## src/rtl/traffic_pkg.sv

```systemverilog
// Shared intersection types: sensor channel state encoding and the light
// encoding used by the downstream traffic-light controller.
package traffic_pkg;

   typedef enum logic [2:0] {
      ST_IDLE    = 3'b001,
      ST_PRESENT = 3'b010,
      ST_HOLD    = 3'b100
   } sensor_state_t;

   localparam logic [1:0] GREEN  = 2'b00;
   localparam logic [1:0] YELLOW = 2'b01;
   localparam logic [1:0] RED    = 2'b10;

endpackage

```

## src/rtl/sensor_channel.sv

```systemverilog
// One street's sensor path: two-flop synchroniser, debounce filter,
// presence/hold FSM and a saturating car counter with a per-car pulse.
module sensor_channel
   import traffic_pkg::*;
#(
   parameter int unsigned DEBOUNCE = 4,
   parameter int unsigned HOLD     = 8,
   parameter int unsigned CNT_W    = 8
) (
   input  logic             clock,
   input  logic             reset,
   input  logic             sensor_raw,
   input  logic             clear_count,
   output logic             traffic,
   output logic [CNT_W-1:0] count,
   output logic             car
);

   localparam int unsigned DB_W = $clog2(DEBOUNCE + 1);
   localparam int unsigned HC_W = (HOLD > 1) ? $clog2(HOLD) : 1;
   localparam logic [CNT_W-1:0] CNT_MAX = '1;

   logic            sync_q1;
   logic            sync_q2;
   logic            filt;
   logic [DB_W-1:0] db_cnt;
   sensor_state_t   state;
   sensor_state_t   state_d;
   logic [HC_W-1:0] hold_cnt;
   logic [HC_W-1:0] hold_cnt_d;
   logic            new_car_c;

   // Synchroniser for the asynchronous raw sensor
   always_ff @(posedge clock or posedge reset) begin
      if (reset) begin
         sync_q1 <= 1'b0;
         sync_q2 <= 1'b0;
      end else begin
         sync_q1 <= sensor_raw;
         sync_q2 <= sync_q1;
      end
   end

   // Debounce: filtered level follows only after DEBOUNCE consecutive mismatches
   always_ff @(posedge clock or posedge reset) begin
      if (reset) begin
         filt   <= 1'b0;
         db_cnt <= '0;
      end else if (sync_q2 == filt) begin
         db_cnt <= '0;
      end else if (db_cnt == DB_W'(DEBOUNCE - 1)) begin
         filt   <= sync_q2;
         db_cnt <= '0;
      end else begin
         db_cnt <= db_cnt + DB_W'(1);
      end
   end

   always_ff @(posedge clock or posedge reset) begin
      if (reset) begin
         state    <= ST_IDLE;
         hold_cnt <= '0;
      end else begin
         state    <= state_d;
         hold_cnt <= hold_cnt_d;
      end
   end

   // Re-entry from HOLD is checked before hold expiry
   always_comb begin
      state_d    = state;
      hold_cnt_d = hold_cnt;
      new_car_c  = 1'b0;
      case (state)
         ST_IDLE: begin
            if (filt) begin
               state_d   = ST_PRESENT;
               new_car_c = 1'b1;
            end
         end
         ST_PRESENT: begin
            if (!filt) begin
               state_d    = ST_HOLD;
               hold_cnt_d = '0;
            end
         end
         ST_HOLD: begin
            if (filt) begin
               state_d   = ST_PRESENT;
               new_car_c = 1'b1;
            end else if (hold_cnt == HC_W'(HOLD - 1)) begin
               state_d = ST_IDLE;
            end else begin
               hold_cnt_d = hold_cnt + HC_W'(1);
            end
         end
         default: state_d = ST_IDLE;
      endcase
   end

   assign traffic = (state != ST_IDLE);

   // Clear beats a same-edge increment; the pulse still fires
   always_ff @(posedge clock or posedge reset) begin
      if (reset) begin
         car   <= 1'b0;
         count <= '0;
      end else begin
         car <= new_car_c;
         if (clear_count) begin
            count <= '0;
         end else if (new_car_c && (count != CNT_MAX)) begin
            count <= count + CNT_W'(1);
         end
      end
   end

endmodule

```

## src/rtl/traffic_sensor_conditioner.sv

```systemverilog
// Conditions both street car sensors into the TA/TB presence flags for the
// light controller, with per-street car counts and car pulses.
module traffic_sensor_conditioner #(
   parameter int unsigned DEBOUNCE = 4,
   parameter int unsigned HOLD     = 8,
   parameter int unsigned CNT_W    = 8
) (
   input  logic             clock,
   input  logic             reset,
   input  logic             sensor_a_raw,
   input  logic             sensor_b_raw,
   input  logic             clear_counts,
   output logic             TA,
   output logic             TB,
   output logic [CNT_W-1:0] count_a,
   output logic [CNT_W-1:0] count_b,
   output logic             car_a,
   output logic             car_b
);

   sensor_channel #(
      .DEBOUNCE (DEBOUNCE),
      .HOLD     (HOLD),
      .CNT_W    (CNT_W)
   ) u_chan_a (
      .clock       (clock),
      .reset       (reset),
      .sensor_raw  (sensor_a_raw),
      .clear_count (clear_counts),
      .traffic     (TA),
      .count       (count_a),
      .car         (car_a)
   );

   sensor_channel #(
      .DEBOUNCE (DEBOUNCE),
      .HOLD     (HOLD),
      .CNT_W    (CNT_W)
   ) u_chan_b (
      .clock       (clock),
      .reset       (reset),
      .sensor_raw  (sensor_b_raw),
      .clear_count (clear_counts),
      .traffic     (TB),
      .count       (count_b),
      .car         (car_b)
   );

endmodule

```

## config.mk

```make
export PLATFORM = sky130hd
export DESIGN_NAME = traffic_sensor_conditioner
export DESIGN_NICKNAME = d
export VERILOG_FILES = /design/src/rtl/traffic_pkg.sv /design/src/rtl/sensor_channel.sv /design/src/rtl/traffic_sensor_conditioner.sv
export SDC_FILE = /design/constraint.sdc
export NUM_CORES = 1
export LEC_CHECK = 0
export CORE_ASPECT_RATIO = 0.7
export CORE_MARGIN = 5
export CORE_UTILIZATION = 35
export CTS_CLUSTER_DIAMETER = 30
export DETAILED_ROUTE_END_ITERATION = 8
export MAX_ROUTING_LAYER = met4
export PLACE_DENSITY = 0.6
export SLEW_MARGIN = 20
export SYNTH_ARGS = -nofsm -noshare
export SYNTH_HDL_FRONTEND = slang
export SYNTH_HIERARCHICAL = 1
export SYNTH_SLANG_ARGS = --single-unit
```

## constraint.sdc

```tcl
create_clock -name clock -period 2.2 [get_ports clock]
set_clock_uncertainty 0.1 [all_clocks]
set_input_delay 0.44 -clock clock [delete_from_list [all_inputs] [get_ports clock]]
set_output_delay 0.44 -clock clock [all_outputs]
set_load 0.01 [all_outputs]
```

==> impl_metrics.xml, run 1 <==
<?xml version="1.0" encoding="UTF-8"?>
<metrics>
  <group name="pwr">
    <metric name="vdd.ir_drop.worst" unit="µV">312</metric>
    <metric name="sw_frac_of_total" unit="">0.352</metric>
    <metric name="power.share.sequential" unit="">0.430</metric>
    <metric name="power_leakage" unit="µW">0.00108</metric>
    <metric name="pwr_density_cell" unit="mW/mm²">1100</metric>
    <metric name="p_sw" unit="µW">982</metric>
    <metric name="power.share.clock" unit="">0.216</metric>
    <metric name="cellInternalPower" unit="µW">1810</metric>
    <metric name="p_comb_frac" unit="">0.353</metric>
  </group>
  <group name="synth">
    <metric name="postSynth.asyncResetShare" unit="">1.00</metric>
    <metric name="count_of_flip_flops_with_a_built_in_enable_after_synthesis" unit="">0</metric>
    <metric name="synth_area" unit="mm²">0.00208</metric>
    <metric name="seq_area_frac_synth" unit="">0.505</metric>
    <metric name="top_cell_type_by_total_area_after_synthesis" unit="">dfrtp_1</metric>
    <metric name="yosysTopAreaCellShare" unit="">0.480</metric>
    <metric name="post_synth_num_cell_types" unit="">34</metric>
    <metric name="synth.net_count" unit="">211</metric>
    <metric name="synth_flop_cell" unit="">dfrtp_1</metric>
    <metric name="avg_cell_area_syn" unit="µm²">10.5</metric>
    <metric name="yosys-top-cells-area" unit="">dfrtp_1 48%, ha_1 4.8%, o21ai_0 4.3%</metric>
    <metric name="yosys_register_bits" unit="">42</metric>
    <metric name="synth-warning-count" unit="">6</metric>
    <metric name="postSynthCellCount" unit="">198</metric>
  </group>
  <group name="routing">
    <metric name="detailedRoute.firstIterationViolations" unit="">74</metric>
    <metric name="avgViaCountPerCell" unit="">4.98</metric>
    <metric name="detailroute.via_count" unit="">1508</metric>
    <metric name="drcViolationCount" unit="">0</metric>
    <metric name="detail-route-antenna-nets" unit="">0</metric>
    <metric name="drt-wirelength-per-cell" unit="µm">12.9</metric>
    <metric name="drt-pass1-iter-count" unit="">6</metric>
    <metric name="drt-total-wl" unit="µm">3900</metric>
  </group>
  <group name="placed_design">
    <metric name="place_worst_setup_slack" unit="ns">0.351</metric>
    <metric name="placedCellCount" unit="">295</metric>
    <metric name="port-buffer-count" unit="">24</metric>
    <metric name="gpl.final_weighted_congestion" unit="">0.782</metric>
    <metric name="hpwl" unit="µm">2800</metric>
  </group>
  <group name="cts">
    <metric name="cts-htree-levels" unit="">2</metric>
    <metric name="cts_hold_buf" unit="">0</metric>
    <metric name="cts_max_path_buffers" unit="">2</metric>
    <metric name="cts_inserted_buffers" unit="">5</metric>
    <metric name="cts_resized" unit="">0</metric>
    <metric name="clockRootBuffer" unit="">clkbuf_8</metric>
    <metric name="post_cts_buffers" unit="">0</metric>
    <metric name="clock_latency" unit="ns">0.29</metric>
    <metric name="cts_tree" unit="">yes</metric>
    <metric name="clock_pin_transition_on_the_worst_setup_and_hold_timing_paths" unit="ns">0.08</metric>
    <metric name="clock-sinks" unit="">42</metric>
  </group>
  <group name="global_route">
    <metric name="globalRouteTotalUtil" unit="">0.118</metric>
    <metric name="globalRoute.totalOverflow" unit="">0</metric>
    <metric name="first_global_vias" unit="">1408</metric>
    <metric name="grt_antenna_before_repair" unit="">0</metric>
    <metric name="largest_net_degree_at_the_start_of_global_routing" unit="">17</metric>
    <metric name="grt_pass1_wl" unit="µm">6750</metric>
  </group>
  <group name="floorplanning">
    <metric name="effective_utilization_at_floorplan" unit="">0.362</metric>
    <metric name="die_x" unit="µm">102</metric>
    <metric name="die_area" unit="mm²">0.00762</metric>
    <metric name="coreArea" unit="mm²">0.00576</metric>
    <metric name="design.portCount" unit="">25</metric>
    <metric name="die_y" unit="µm">74.6</metric>
    <metric name="rows" unit="">23</metric>
  </group>
  <group name="timing">
    <metric name="timing.setup.tns" unit="ns">0</metric>
    <metric name="hold_viol" unit="">0</metric>
    <metric name="grt_setup_unrepaired" unit="">false</metric>
    <metric name="timing.final.ws_setup" unit="ns">0.123</metric>
    <metric name="setup_viol_count_final" unit="">0</metric>
    <metric name="final_min_period_over_clock_period" unit="">0.944</metric>
    <metric name="slew_headroom" unit="">0.682</metric>
    <metric name="final_period_minus_worst_setup_slack" unit="ns">2.08</metric>
    <metric name="timing.fmax" unit="MHz">481</metric>
    <metric name="timing_worst_slew_pin_value" unit="ns">0.473</metric>
    <metric name="timing.final.max_slew_violations" unit="">0</metric>
  </group>
  <group name="critical_path">
    <metric name="cp_data_required_time" unit="ns">1.66</metric>
    <metric name="worst-r2r-setup-slack" unit="ns">0.33</metric>
    <metric name="reg2reg_to" unit="">u_chan_a/count[7]</metric>
    <metric name="critPathArrivalTime" unit="ns">1.54</metric>
    <metric name="reg2regPathDepth" unit="">5</metric>
    <metric name="worst_setup_path_end_kind" unit="">output port</metric>
    <metric name="timing.critical_path.fanout_max" unit="">13</metric>
    <metric name="setup.worst_path.start_class" unit="">register</metric>
    <metric name="setup_cp_type" unit="">register to output port</metric>
    <metric name="r2r_start" unit="">u_chan_a/count[0]</metric>
  </group>
  <group name="min_path">
    <metric name="min_delay_path_depth" unit="">0</metric>
    <metric name="hp-start" unit="">u_chan_b/sync_q1</metric>
    <metric name="hp-class" unit="">register to register</metric>
    <metric name="min_to" unit="">u_chan_b/sync_q2</metric>
  </group>
  <group name="layout">
    <metric name="finish.net_count" unit="">240</metric>
    <metric name="fin_util" unit="">0.440</metric>
    <metric name="antennaDiodeCount" unit="">0</metric>
    <metric name="final_cells" unit="">303</metric>
    <metric name="drive_gt1_frac" unit="">0.105</metric>
    <metric name="synthToLayoutAreaGrowth" unit="%">21.4</metric>
    <metric name="filler_cell_count" unit="">577</metric>
  </group>
  <group name="outcome">
    <metric name="status" unit="">complete, no violations</metric>
  </group>
  <group name="flow_run">
    <metric name="cap_viol_max_count" unit="">0</metric>
  </group>
</metrics>
## critical path, cell delays in order, from the launching register on
cell and delay [ns]:
dfrtp_1 0.56, inv_1 0.07, nand3_1 0.08, clkdlybuf4s50_1 0.53
## cell type report
type	instances	area (µm²)	share of cell area
Timing Repair Buffer	30	285	0.113
Multi-Input combinational cell	140	961	0.380
Inverter	8	30.0	0.0119
Sequential cell	42	1050	0.416
Clock inverter	1	30.0	0.0119
Tap cell	75	93.8	0.0371
Clock buffer	7	76.3	0.0302
## layer usage
metal,up-vias,global-route usage,wire length (µm)
met5,-,-,0
met4,0,0.0582,61
met3,5,0.0281,163
met2,20,0.158,1580
met1,713,0.165,2100
li1,770,-,-
## power by group through the flow
stage / Sequential [µW] / Combinational (µW) / Clock, µW
after floorplan: 1090 / 840 / 0
after global placement: 1210 / 980 / 0
after detailed placement: 1220 / 988 / 0
after CTS: 1200 / 995 / 629
after global routing: 1240 / 1120 / 654
final: 1200 / 985 / 604
## worst max-delay path by stage
stage / startpoint / end / cells past startpoint
after global routing: u_chan_a/state[1] / TA / 3
after floorplan: u_chan_a/count[0] / u_chan_a/count[7] / 5
after global placement: u_chan_b/count[0] / u_chan_b/count[7] / 5
after detailed placement: u_chan_a/count[0] / u_chan_a/count[7] / 5
final: u_chan_a/state[1] / TA / 3
after CTS: u_chan_b/state[0] / TB / 2
## through the flow
step           cell area (µm²)  hold WS (ns)  power (µW)
6_report                  2530         0.255        2790
5_1_grt                   2530         0.267        3020
4_1_cts                   2530         0.254        2820
3_5_place_dp              2420         0.235        2210
3_3_place_gp              2420         0.233        2190
2_1_floorplan             2080         0.231        1930
## synth_stat cells (4+ instances only)
| master | count |
|---|---|
| a21oi_1 | 10 |
| a22oi_1 | 4 |
| and2_1 | 4 |
| dfrtp_1 | 40 |
| ha_1 | 8 |
| inv_1 | 6 |
| mux2i_1 | 6 |
| nand2_1 | 12 |
| nand3_1 | 10 |
| nand4_1 | 8 |
| nor2_1 | 12 |
| nor2b_1 | 4 |
| nor3_1 | 6 |
| nor3b_1 | 4 |
| o21ai_0 | 18 |
| or3_1 | 4 |
| xnor2_1 | 6 |
| xor2_1 | 4 |
## logic make-up (layout without fill, tap and decap cells)
family	count (synthesis)	after routing	share of synthesized area
buffers and inverters	16	46	0.0336
flip-flops	42	42	0.505
XOR/XNOR	12	12	0.0576
AO/OA/AOI/OAI	40	40	0.126
AND/OR/NAND/NOR	72	72	0.190
multiplexers	8	8	0.0396
adder cells (fa/ha/maj)	8	8	0.0480
## sequential cells by signal (all words and copies together), names as in the netlist, 3 cells and up
name / count
u_chan_b/count: 8
u_chan_b/hold_cnt: 3
u_chan_a/count: 8
u_chan_a/state: 3
u_chan_b/db_cnt: 3
u_chan_b/state: 3
u_chan_a/db_cnt: 3
u_chan_a/hold_cnt: 3
## cell usage in the layout (no fill, tap or decap), types with 4 or more instances in the layout
cell type and n:
a21oi_1 10, a22oi_1 4, and2_1 4, buf_4 6, clkbuf_8 5, clkdlybuf4s50_1 24, dfrtp_1 40, ha_1 8
inv_1 6, mux2i_1 6, nand2_1 12, nand3_1 10, nand4_1 8, nor2_1 12, nor2b_1 4, nor3_1 6
nor3b_1 4, o21ai_0 18, or3_1 4, xnor2_1 6, xor2_1 4
(Power assumes the default switching activity.)
==> run 2, diff against run 1 <==
- CORE_UTILIZATION: 35 -> 55
- PLACE_DENSITY: 0.6 -> 0.85
==> impl_metrics.xml, run 2 (synthesis results as in run 1) <==
<?xml version="1.0" encoding="UTF-8"?>
<metrics>
  <group name="outcome">
    <metric name="status" unit="">complete, no violations</metric>
  </group>
  <group name="critical_path">
    <metric name="cp_data_required_time" unit="ns">1.66</metric>
    <metric name="worst_setup_path_end_kind" unit="">output port</metric>
    <metric name="path_cells" unit="">inv_1 &gt; nand3_1 &gt; clkdlybuf4s50_1</metric>
    <metric name="timing.critical_path.fanout_max" unit="">13</metric>
    <metric name="critPathArrivalTime" unit="ns">1.57</metric>
    <metric name="cp_slowest_stage_delay" unit="ns">0.57</metric>
    <metric name="cell_with_the_largest_stage_delay_on_the_worst_path" unit="">dfrtp_1</metric>
    <metric name="setup_cp_type" unit="">register to output port</metric>
    <metric name="setup.worst_path.start_class" unit="">register</metric>
  </group>
  <group name="placed_design">
    <metric name="gpl.final_weighted_congestion" unit="">0.888</metric>
    <metric name="port-buffer-count" unit="">24</metric>
    <metric name="hpwl" unit="µm">2860</metric>
  </group>
  <group name="layout">
    <metric name="finish.net_count" unit="">239</metric>
    <metric name="filler_cell_count" unit="">255</metric>
    <metric name="largest_registers" unit="">u_chan_a/count (8), u_chan_b/count (8)</metric>
    <metric name="final_common_cell" unit="">dfrtp_1</metric>
    <metric name="fin_util" unit="">0.691</metric>
    <metric name="synthToLayoutAreaGrowth" unit="%">18.8</metric>
    <metric name="drive_gt1_frac" unit="">0.106</metric>
    <metric name="antennaDiodeCount" unit="">0</metric>
    <metric name="mostFrequentLayoutCells" unit="">40 x dfrtp_1, 24 x clkdlybuf4s50_1, 18 x o21ai_0, 12 x nor2_1, 12 x nand2_1</metric>
  </group>
  <group name="floorplanning">
    <metric name="coreArea" unit="mm²">0.00358</metric>
    <metric name="die_area" unit="mm²">0.00514</metric>
    <metric name="design.portCount" unit="">25</metric>
    <metric name="rows" unit="">18</metric>
    <metric name="effective_utilization_at_floorplan" unit="">0.582</metric>
    <metric name="die_y" unit="µm">61.5</metric>
    <metric name="die_x" unit="µm">83.6</metric>
  </group>
  <group name="timing">
    <metric name="setup_viol_count_final" unit="">0</metric>
    <metric name="timing.setup.tns" unit="ns">0</metric>
    <metric name="grt_setup_unrepaired" unit="">false</metric>
    <metric name="timing_worst_slew_pin_value" unit="ns">0.569</metric>
    <metric name="timing.fmax" unit="MHz">473</metric>
    <metric name="timing.final.max_slew_violations" unit="">0</metric>
    <metric name="hold_viol" unit="">0</metric>
    <metric name="final_period_minus_worst_setup_slack" unit="ns">2.11</metric>
    <metric name="final_min_period_over_clock_period" unit="">0.960</metric>
    <metric name="slew_headroom" unit="">0.617</metric>
  </group>
  <group name="cts">
    <metric name="cts_max_path_buffers" unit="">2</metric>
    <metric name="clock_pin_transition_on_the_worst_setup_and_hold_timing_paths" unit="ns">0.08</metric>
    <metric name="cts_inserted_buffers" unit="">5</metric>
    <metric name="cts_resized" unit="">0</metric>
    <metric name="clock-sinks" unit="">42</metric>
    <metric name="clock_latency" unit="ns">0.30</metric>
    <metric name="cts_hold_buf" unit="">0</metric>
    <metric name="cts-htree-levels" unit="">2</metric>
    <metric name="cts_tree" unit="">yes</metric>
    <metric name="post_cts_buffers" unit="">0</metric>
    <metric name="clockRootBuffer" unit="">clkbuf_8</metric>
  </group>
  <group name="global_route">
    <metric name="globalRouteTotalUtil" unit="">0.177</metric>
    <metric name="largest_net_degree_at_the_start_of_global_routing" unit="">22</metric>
    <metric name="globalRoute.totalOverflow" unit="">0</metric>
    <metric name="grt_antenna_before_repair" unit="">0</metric>
    <metric name="grt_pass1_wl" unit="µm">6800</metric>
    <metric name="first_global_vias" unit="">1412</metric>
  </group>
  <group name="routing">
    <metric name="drt-pass1-iter-count" unit="">4</metric>
    <metric name="drcViolationCount" unit="">0</metric>
    <metric name="drt-wirelength-per-cell" unit="µm">14.4</metric>
    <metric name="avgViaCountPerCell" unit="">5.56</metric>
    <metric name="detail-route-antenna-nets" unit="">0</metric>
    <metric name="detailedRoute.firstIterationViolations" unit="">72</metric>
    <metric name="drt-total-wl" unit="µm">3980</metric>
    <metric name="detailroute.via_count" unit="">1539</metric>
  </group>
  <group name="pwr">
    <metric name="vdd.ir_drop.worst" unit="µV">675</metric>
    <metric name="power_leakage" unit="µW">0.00107</metric>
    <metric name="pwr_density_cell" unit="mW/mm²">1100</metric>
  </group>
  <group name="flow_run">
    <metric name="cap_viol_max_count" unit="">0</metric>
  </group>
  <group name="min_path">
    <metric name="hp-class" unit="">register to register</metric>
  </group>
</metrics>
run 2: cell types whose count changed in the layout (fill, tap and decap cells not counted), sizes merged:
cell    before  now
bufinv       1    0
clkinv       2    3
buf          6    5
run 2: path summary, 6_finish.rpt:
| check | startpoint | depth (start not counted) | slack, ns | to |
|---|---|---|---|---|
| worst max-delay path | u_chan_a/state[1] | 3 | 0.09 | TA |
| worst min-delay path | u_chan_b/sync_q1 | 0 | 0.25 | u_chan_b/sync_q2 |
| worst max register to register | u_chan_b/state[0] | 4 | 0.34 | u_chan_b/count[3] |
| worst min register to register | u_chan_b/sync_q1 | 0 | 0.25 | u_chan_b/sync_q2 |
| max in group asynchronous | reset | 3 | 1.14 | u_chan_a/filt |
| min in group asynchronous | reset | 2 | 0.37 | u_chan_a/count[1] |
run 2: layer usage:
layer  vias to the layer above  global-route usage  part of all wire
met5                         -                   -                 0
met4                         0              0.0826             0.012
met3                         4              0.0441             0.045
met2                        39               0.271              0.46
met1                       732               0.227              0.49
li1                        764                   -                 -
run 2: stage by stage:
| step | hold slack [ns] | instance area (µm²) | worst slack, ns | power (µW) | std cells |
|---|---|---|---|---|---|
| final | 0.252 | 2480 | 0.0875 | 2730 | 277 |
| after global routing | 0.260 | 2480 | 0.00342 | 2930 | 277 |
| after CTS | 0.252 | 2480 | 0.0629 | 2750 | 277 |
| after detailed placement | 0.235 | 2380 | 0.360 | 2220 | 269 |
| after global placement | 0.232 | 2380 | 0.420 | 2140 | 269 |
| after floorplan | 0.231 | 2080 | 0.474 | 1930 | 198 |
run 2: cell type report:
cell class | instances | area [µm²] | area share
Sequential cell | 42 | 1050 | 0.425
Clock buffer | 7 | 86.3 | 0.0349
Tap cell | 50 | 62.6 | 0.0253
Clock inverter | 1 | 5.00 | 0.00202
Timing Repair Buffer | 29 | 278 | 0.112
Inverter | 8 | 30.0 | 0.0121
Multi-Input combinational cell | 140 | 961 | 0.388
run 2: where the power goes:
| group | internal, µW | leakage, µW | switching, µW |
|---|---|---|---|
| Sequential | 964 | 0.000529 | 260 |
| Combinational | 495 | 0.000493 | 489 |
| Clock | 253 | 0.0000482 | 264 |
| Total | 1710 | 0.00107 | 1010 |
run 2: critical path, delay by kind of cell, from the launching register on:
kind          cells  cell delay (ns)
buf+inv           2             0.62
flops             1             0.57
simple gates      1             0.09
